## config.mk

```make
export PLATFORM = sky130hd
export DESIGN_NAME = rf_bypass_mp
export DESIGN_NICKNAME = d
export VERILOG_FILES = /design/src/rtl/rf_pkg.sv /design/src/rtl/rf_bypass_sel.sv /design/src/rtl/rf_bypass_mp.sv
export SDC_FILE = /design/constraint.sdc
export NUM_CORES = 1
export LEC_CHECK = 0
export ABC_AREA = 1
export BUFFER_PORTS_ARGS = -buffer_cell sky130_fd_sc_hd__buf_2
export CAP_MARGIN = 5
export CORE_MARGIN = 1
export CORE_UTILIZATION = 32
export DETAILED_ROUTE_END_ITERATION = 6
export HOLD_SLACK_MARGIN = 0.15
export SLEW_MARGIN = 40
export SYNTH_ARGS = -nofsm -noshare
export SYNTH_HDL_FRONTEND = slang
export SYNTH_HIERARCHICAL = 1
export SYNTH_SLANG_ARGS = --single-unit
```

## constraint.sdc

```tcl
create_clock -name clk -period 1.55 [get_ports clk]
set_input_delay 0.155 -clock clk [delete_from_list [all_inputs] [get_ports clk]]
set_output_delay 0.155 -clock clk [all_outputs]
set_load 0.05 [all_outputs]
```

## src/rtl/rf_pkg.sv

```systemverilog
// Shared constants and types for the multi-port bypassing register file.
// RF_ZERO_REG_EN (optional macro) hardwires register 0 to zero in the users of this package.
package rf_pkg;

   localparam int RF_DATA_W_DEF = 16;
   localparam int RF_N_REGS_DEF = 8;
   localparam int RF_NUM_RD_DEF = 2;

   typedef logic [RF_DATA_W_DEF-1:0] rf_word_t;

   // Write port 1 wins both the array collision and the read bypass.
   localparam int unsigned RF_WR_PRIO_HI = 1;
   localparam int unsigned RF_WR_PRIO_LO = 0;

endpackage

```

## src/rtl/rf_bypass_sel.sv

```systemverilog
// One read port: write-to-read bypass priority, out-of-range zeroing and zero-register gating.
// Optional macro RF_ZERO_REG_EN: index 0 reads as zero and ignores any bypass.
module rf_bypass_sel
   import rf_pkg::*;
#(
   parameter int DATA_W = RF_DATA_W_DEF,
   parameter int N_REGS = RF_N_REGS_DEF,
   parameter int SEL_W  = $clog2(RF_N_REGS_DEF)
) (
   input  logic [SEL_W-1:0]  i_rd_sel,
   input  logic              i_wr0_en,
   input  logic [SEL_W-1:0]  i_wr0_sel,
   input  logic [DATA_W-1:0] i_wr0_data,
   input  logic              i_wr1_en,
   input  logic [SEL_W-1:0]  i_wr1_sel,
   input  logic [DATA_W-1:0] i_wr1_data,
   input  logic [DATA_W-1:0] i_arr_word,
   output logic [DATA_W-1:0] o_rd_data,
   output logic              o_oor
);

   logic              w_hit  [2];
   logic [DATA_W-1:0] w_data [2];
   logic              w_zero;

   assign o_oor     = ({1'b0, i_rd_sel} >= (SEL_W+1)'(N_REGS));
   assign w_hit[0]  = i_wr0_en && (i_wr0_sel == i_rd_sel);
   assign w_hit[1]  = i_wr1_en && (i_wr1_sel == i_rd_sel);
   assign w_data[0] = i_wr0_data;
   assign w_data[1] = i_wr1_data;

`ifdef RF_ZERO_REG_EN
   assign w_zero = (i_rd_sel == '0);
`else
   assign w_zero = 1'b0;
`endif

   always_comb begin
      o_rd_data = '0;
      if (!o_oor && !w_zero) begin
         if (w_hit[RF_WR_PRIO_HI])      o_rd_data = w_data[RF_WR_PRIO_HI];
         else if (w_hit[RF_WR_PRIO_LO]) o_rd_data = w_data[RF_WR_PRIO_LO];
         else                           o_rd_data = i_arr_word;
      end
   end

endmodule

```

## src/rtl/rf_bypass_mp.sv

```systemverilog
// Multi-read-port register file with two prioritised write ports, same-cycle bypass and sticky err.
// Optional macro RF_ZERO_REG_EN: register 0 hardwired to zero (writes dropped silently, reads 0).
module rf_bypass_mp
   import rf_pkg::*;
#(
   parameter  int DATA_W = RF_DATA_W_DEF,
   parameter  int N_REGS = RF_N_REGS_DEF,
   parameter  int NUM_RD = RF_NUM_RD_DEF,
   localparam int SEL_W  = $clog2(N_REGS)
) (
   input  logic                     clk,
   input  logic                     rst,
   input  logic [NUM_RD*SEL_W-1:0]  rd_sel,
   output logic [NUM_RD*DATA_W-1:0] rd_data,
   input  logic                     wr0_en,
   input  logic [SEL_W-1:0]         wr0_sel,
   input  logic [DATA_W-1:0]        wr0_data,
   input  logic                     wr1_en,
   input  logic [SEL_W-1:0]         wr1_sel,
   input  logic [DATA_W-1:0]        wr1_data,
   input  logic                     err_clr,
   output logic                     err
);

   logic [DATA_W-1:0] r_regs [N_REGS];
   logic              r_err;

   logic              w_wr_en   [2];
   logic [SEL_W-1:0]  w_wr_sel  [2];
   logic [DATA_W-1:0] w_wr_data [2];
   logic              w_wr_oor  [2];
   logic              w_wr_zero [2];
   logic              w_wr_ok   [2];
   logic [NUM_RD-1:0] w_rd_oor;
   logic              w_coll;
   logic              w_err_set;

   assign w_wr_en[0]   = wr0_en;
   assign w_wr_sel[0]  = wr0_sel;
   assign w_wr_data[0] = wr0_data;
   assign w_wr_en[1]   = wr1_en;
   assign w_wr_sel[1]  = wr1_sel;
   assign w_wr_data[1] = wr1_data;

   for (genvar k = 0; k < 2; k++) begin : g_wr
      assign w_wr_oor[k] = w_wr_en[k] && ({1'b0, w_wr_sel[k]} >= (SEL_W+1)'(N_REGS));
`ifdef RF_ZERO_REG_EN
      assign w_wr_zero[k] = (w_wr_sel[k] == '0);
`else
      assign w_wr_zero[k] = 1'b0;
`endif
      assign w_wr_ok[k] = w_wr_en[k] && !w_wr_oor[k] && !w_wr_zero[k];
   end

   // Low-priority port is applied first so the high-priority assignment lands last.
   always_ff @(posedge clk or negedge rst) begin
      if (!rst) begin
         for (int r = 0; r < N_REGS; r++) r_regs[r] <= '0;
      end else begin
         for (int r = 0; r < N_REGS; r++) begin
            if (w_wr_ok[RF_WR_PRIO_LO] && (w_wr_sel[RF_WR_PRIO_LO] == SEL_W'(r)))
               r_regs[r] <= w_wr_data[RF_WR_PRIO_LO];
            if (w_wr_ok[RF_WR_PRIO_HI] && (w_wr_sel[RF_WR_PRIO_HI] == SEL_W'(r)))
               r_regs[r] <= w_wr_data[RF_WR_PRIO_HI];
         end
      end
   end

   for (genvar p = 0; p < NUM_RD; p++) begin : g_rd
      logic [SEL_W-1:0]  w_sel;
      logic [DATA_W-1:0] w_arr_word;

      assign w_sel = rd_sel[p*SEL_W +: SEL_W];

      // Explicit compare-mux keeps out-of-range selects from indexing past the array.
      always_comb begin
         w_arr_word = '0;
         for (int r = 0; r < N_REGS; r++)
            if (w_sel == SEL_W'(r)) w_arr_word = r_regs[r];
      end

      rf_bypass_sel #(
         .DATA_W (DATA_W),
         .N_REGS (N_REGS),
         .SEL_W  (SEL_W)
      ) u_sel (
         .i_rd_sel   (w_sel),
         .i_wr0_en   (wr0_en),
         .i_wr0_sel  (wr0_sel),
         .i_wr0_data (wr0_data),
         .i_wr1_en   (wr1_en),
         .i_wr1_sel  (wr1_sel),
         .i_wr1_data (wr1_data),
         .i_arr_word (w_arr_word),
         .o_rd_data  (rd_data[p*DATA_W +: DATA_W]),
         .o_oor      (w_rd_oor[p])
      );
   end

   assign w_coll    = wr0_en && wr1_en && (wr0_sel == wr1_sel) && !w_wr_zero[0];
   assign w_err_set = w_coll || w_wr_oor[0] || w_wr_oor[1] || (|w_rd_oor);

   // A new error event in the clear cycle keeps the flag set.
   always_ff @(posedge clk or negedge rst) begin
      if (!rst) r_err <= 1'b0;
      else      r_err <= w_err_set || (r_err && !err_clr);
   end

   assign err = r_err;

endmodule
```

==> impl_metrics.ini, run 1 <==
[status]
outcome = finished, violations left
violations = negative setup slack

[routing]
finalWirelength_mm = 41.5
ant_nets = 0
wl_per_cell_um = 21.0
drc = 0
vias = 11400
first_iter_violations = 1337
dr.pass1.iters = 6
viasPerCell = 5.76

[global_routing]
first_global_vias = 10600
grt_pass1_wl_mm = 64.0
overflow = 0
grt_max_degree = 41
gr-usage-all-layers_pct = 27.4
antenna_found_initial = 1

[critical_path]
path_delay_family = simple AND/OR/NAND/NOR gates
crit_path_top_delay_cell = dfrtp_1
worst_setup_path_end_kind = output port
crit_arrival_ns = 1.85
required_ns = 1.39
slowest_delay_ns = 0.41
cp_cell_sequence = nand4_1, nand4_1, nor2_1, nand4_1, inv_1, nand2_1, nand3_2, nand2_2, buf_8
path_common_cell = nand4_1
crit_type = register to output port
path_max_fanout = 3
cp.buffers_inverters = 2
crit_path_start_kind = register

[timing]
slew_headroom_pct = 59.7
fin_crit_ns = 2.00
slew_viol_final = 0
rsz0062_at_grt = true
fmaxAchievable_mhz = 499
finalCritPeriodShare_pct = 129
setup_viol = 32
layout_setup_ws_ns = -0.452
hold_viol_final = 0
tightest_slew_ns = 0.605
final.setup.tns_ns = -12.88
fin_skew_ns = 0

[placement]
gp_congestion = 0.940
io_buffers = 81
dpl.hpwl_mm = 28.8
dpl-instance-area_um2 = 11300

[clock_network]
cts_made_buffers = 17
clock_sinks = 129
h-tree-depth = 4
worst_setup_hold_path_clk_slew_ns = 0.06
clock_latency_ns = 0.42
cts_buffer_depth = 2
cts-root-buf = clkbuf_16
cts_tree = built

[synthesis]
synth.distinct_cells = 31
syn_inst = 1435
synth-seq-cells = 129
synth.avg_cell_area_um2 = 6.62
syn-num-nets = 1484
syn_area_um2 = 9500
synth_seq_area_share_pct = 34.0
ys_warn_count = 6

[power_and_ir_drop]
max-vdd-ir-drop_v = 0.000661
p_leak_uw = 0.00626
p_per_area_nw_per_um2 = 1080

[layout]
fin_nets = 1634
diodes = 0
drive_above_1_share_pct = 22.2
final_area_um2 = 12700
area_growth_pct = 33.7

[floorplan]
rows = 62
pin_count = 82
dieWidth_um = 174
dieArea_um2 = 30400
start_util_pct = 32.8
core_area_um2 = 28900
die_h_um = 174

[min_path]
hold_path_class = input port to register

[job]
cap_violations = 0
==> worst paths after layout <==
check | end | slack (ns) | from | cells past startpoint
max | rd_data[15] | -0.45 | r_regs[111] | 9
min | r_regs[78] | 0.17 | wr0_data[14] | 3
max reg2reg | r_regs[106] | 0.60 | r_regs[106] | 4
min reg2reg | r_regs[118] | 0.51 | r_regs[118] | 2
max in group asynchronous | r_regs[28] | 0.77 | rst | 3
min in group asynchronous | r_regs[2] | 0.21 | rst | 2
==> synth_stat cells, drive strengths merged <==
| master | count | share of area [%] |
|---|---|---|
| o22ai | 7 | 0.46 |
| and2 | 4 | 0.26 |
| nor3 | 6 | 0.63 |
| xnor2 | 1 | 0.092 |
| nand3 | 130 | 6.9 |
| inv | 139 | 5.5 |
| conb | 2 | 0.079 |
| nand2 | 426 | 17 |
| nor2 | 98 | 5.0 |
| buf | 61 | 3.7 |
| a21oi | 1 | 0.053 |
| o21ai | 184 | 9.7 |
| xor2 | 2 | 0.18 |
| dfrtp | 129 | 34 |
| a21boi | 1 | 0.12 |
| clkbuf | 42 | 1.7 |
| o221ai | 40 | 3.7 |
| o211ai | 1 | 0.079 |
| a211oi | 1 | 0.079 |
| nand4 | 160 | 11 |
==> state kept, by name, summed over array words and instances, names as in the netlist <==
signal / cells
err: 1
r_regs: 128
==> timing repair <==
item	4_1_cts	5_1_grt
hold buffers	26	0
hold endpoints to repair	177	0
gates resized for setup	105	23
gates cloned	0	0
endpoints found under the setup margin	32	41
buffers inserted	10	9
pin swaps	128	97
==> power by group <==
group	internal, uW	total (uW)	switching [uW]	leakage [uW]
clock network	2380	3960	1580	0.000267
registers	4070	4720	649	0.00157
logic	1880	4970	3100	0.00442
==> metrics by stage <==
stage	hold slack, ns	setup WS [ns]	utilization (%)	power [uW]	std cells
after global placement	0.0900	-0.342	39.0	8850	1905
after CTS	0.150	-0.442	43.4	13400	1972
after detailed placement	0.0905	-0.346	39.0	8910	1905
after global routing	0.167	-0.540	43.9	14300	1981
final	0.174	-0.452	43.9	13700	1981
after floorplan	-0.141	0.000279	-	7330	1435
==> final cells by class <==
class | count | area [um^2]
fillers | 2912 | 16200
multi-input cells | 1064 | 5630
flip-flops and latches | 129 | 3230
repair buffers | 234 | 2270
inverters | 139 | 522
well taps | 384 | 480
clock buffers | 20 | 447
clock inverters | 11 | 115
==> worst min-delay path, cell delays in order <==
cell and delay [ns]:
buf_2 0.19, nand2_1 0.10, o221ai_1 0.09
==> logic make-up (layout without fill, tap and decap cells) <==
group,count (synthesis),after routing,share of synthesized area [%]
XOR/XNOR,3,3,0.277
other,2,2,0.0791
AO/OA/AOI/OAI,235,235,14.2
buffers and inverters,242,404,10.9
AND/OR/NAND/NOR,824,824,40.6
flip-flops,129,129,34.0
==> placed cells by master, fill, tap and decap left out, types with 4 or more instances in the layout <==
cell,netlist,final
o21ai_1,6,6
nor2_1,84,71
nand2_1,416,383
nor2_2,6,19
o21ai_0,178,178
buf_6,3,11
o221ai_1,40,40
buf_8,0,19
buf_12,0,30
dlygate4sd3_1,0,22
clkinvlp_4,0,4
inv_1,131,129
dfrtp_1,129,128
nor3_2,6,6
nor2_4,4,4
nor2_8,4,4
nand3_2,0,29
inv_2,8,10
dlymetal6s4s_1,0,4
buf_2,34,48
nand4_1,160,160
clkinv_2,0,5
clkbuf_16,0,17
o22ai_1,7,7
nand2_4,4,31
and2_1,4,4
nand3_1,130,101
nand2_2,6,12
buf_4,15,100
==> layer usage <==
layer  wire length, um  vias to the layer above  GRT usage [%]
li1                  -                     5185              -
met1             17700                     5402           38.3
met2             18500                      718           41.7
met3              4080                      104           5.12
met4              1200                        0           10.2
met5                 0                        -              0
No activity file was read; power rests on OpenSTA's default activity.
==> inputs of run 2 (changes only) <==
==> constraint.sdc (replaced) <==
create_clock -name clk -period 1.55 [get_ports clk]
set_input_delay 0.155 -clock clk [delete_from_list [all_inputs] [get_ports clk]]
set_output_delay 0.155 -clock clk [all_outputs]
set_load 0.01 [all_outputs]
==> impl_metrics.ini, run 2 (synthesis gave the netlist of run 1 again) <==
[timing]
tightest_slew_ns = 0.569
hold_viol_final = 0
rsz0062_at_grt = true
slew_headroom_pct = 62.0
finalCritPeriodShare_pct = 130
setup_viol = 32
layout_setup_ws_ns = -0.469
fin_crit_ns = 2.02
hold_slack_ns = 0.169
slew_viol_final = 0
fin_skew_ns = 0
fmaxAchievable_mhz = 495

[layout]
drive_above_1_share_pct = 18.4
area_growth_pct = 26.5
final_common_cell = nand2_1
fin_nets = 1601
nFillCells = 2955
largest_reg_flops = 128
final_cell_mix = nand2_1 (407), o21ai_0 (178), nand4_1 (160)
diodes = 0
regMostFlops = r_regs

[power_and_ir_drop]
p_leak_uw = 0.00597
p_per_area_nw_per_um2 = 1040
max-vdd-ir-drop_v = 0.000712
totalPowerFinal_uw = 12500

[placement]
dpl.hpwl_mm = 28.0
io_buffers = 81
gp_congestion = 0.974

[routing]
dr.pass1.iters = 6
first_iter_violations = 1381
drc = 0
wl_per_cell_um = 20.6
vias = 11100
ant_nets = 0
viasPerCell = 5.73
finalWirelength_mm = 40.1

[critical_path]
r2r_cells = 3
crit_path_start_kind = register
path_max_fanout = 3
rrSetupSlack_ns = 0.68
reg2reg_from = r_regs[91]
worst_setup_path_end_kind = output port
crit_path_start = r_regs[75]
r2r_end = r_regs[91]
crit_type = register to output port
required_ns = 1.39
crit_arrival_ns = 1.86

[global_routing]
gr-usage-all-layers_pct = 26.1
grt_max_degree = 50
first_global_vias = 10000
overflow = 0
grt_pass1_wl_mm = 60.9
antenna_found_initial = 0

[min_path]
hold_path_class = input port to register
holdPathEnd = r_regs[104]
hold_depth = 3
hold_start = wr1_data[8]

[clock_network]
cts_buffer_depth = 2
worst_setup_hold_path_clk_slew_ns = 0.06
cts-root-buf = clkbuf_16
h-tree-depth = 4
clock_sinks = 129
cts_made_buffers = 17
cts_tree = built
clock_latency_ns = 0.42

[floorplan]
rows = 62
die_h_um = 174
dieArea_um2 = 30400
core_area_um2 = 28900
dieWidth_um = 174
start_util_pct = 32.8
pin_count = 82

[status]
outcome = finished, violations left
violations = negative setup slack

[job]
cap_violations = 0
-- run 2: how the worst max path moves through the flow --
stage          slack (ns)  cells after the start          end
3_5_place_dp        -0.19                     11  rd_data[11]
4_1_cts             -0.43                      9   rd_data[4]
6_report            -0.47                      9  rd_data[11]
2_1_floorplan        0.11                     11  rd_data[13]
5_1_grt             -0.56                      9   rd_data[5]
3_3_place_gp        -0.18                     11   rd_data[2]
-- run 2: metal layers --
layer / GRT usage (%) / share of wire, % / up-vias
met5: 0 / 0 / -
met4: 7.27 / 1.9 / 0
met3: 4.64 / 9.0 / 83
met2: 40.6 / 45 / 693
met1: 36.9 / 44 / 5264
li1: - / - / 5105
-- run 2: worst max-delay path, cell delays in order (launching register included) --
cell and delay (ns):
dfrtp_1 0.41, nand4_1 0.10, nand4_1 0.19, nor2_2 0.21
nand4_1 0.11, inv_1 0.08, nand2_2 0.06, nand3_2 0.07
nand2_1 0.06, buf_2 0.14
-- run 2: power breakdown --
group          switching [uW]  internal (uW)  leakage (uW)
clock network            1540           2580      0.000289
registers                 605           4070       0.00157
logic                    2240           1440       0.00411
-- run 2: what timing repair did --
item                       4_1_cts  5_1_grt
hold buffers                    21        0
pin swaps                       50       52
setup endpoints to repair       32       32
hold endpoints to repair       188        0
gates cloned                     0        0
buffers inserted                 1        6
resized for setup               15       34
-- run 2: layout make-up --
type                       count  area, um^2  share of cell area [%]
clock buffer                  23         508                    4.23
clock inverter                 5        77.6                   0.646
inverter                     139         522                    4.34
multi-input combinational   1064        5380                    44.8
sequential                   129        3230                    26.9
tap                          384         480                    4.00
timing repair buffer         201        1820                    15.2
-- run 2: stage by stage --
stage / TNS (ns) / area, um^2 / utilization, % / setup WS [ns] / cells
after floorplan: 0 / 9500 / - / 0.107 / 1435
after CTS: -11.26 / 11800 / 40.9 / -0.435 / 1939
after global placement: -4.39 / 11000 / 37.9 / -0.185 / 1889
after detailed placement: -4.31 / 11000 / 37.9 / -0.186 / 1889
after global routing: -14.56 / 12000 / 41.5 / -0.557 / 1945
final: -11.87 / 12000 / 41.5 / -0.469 / 1945
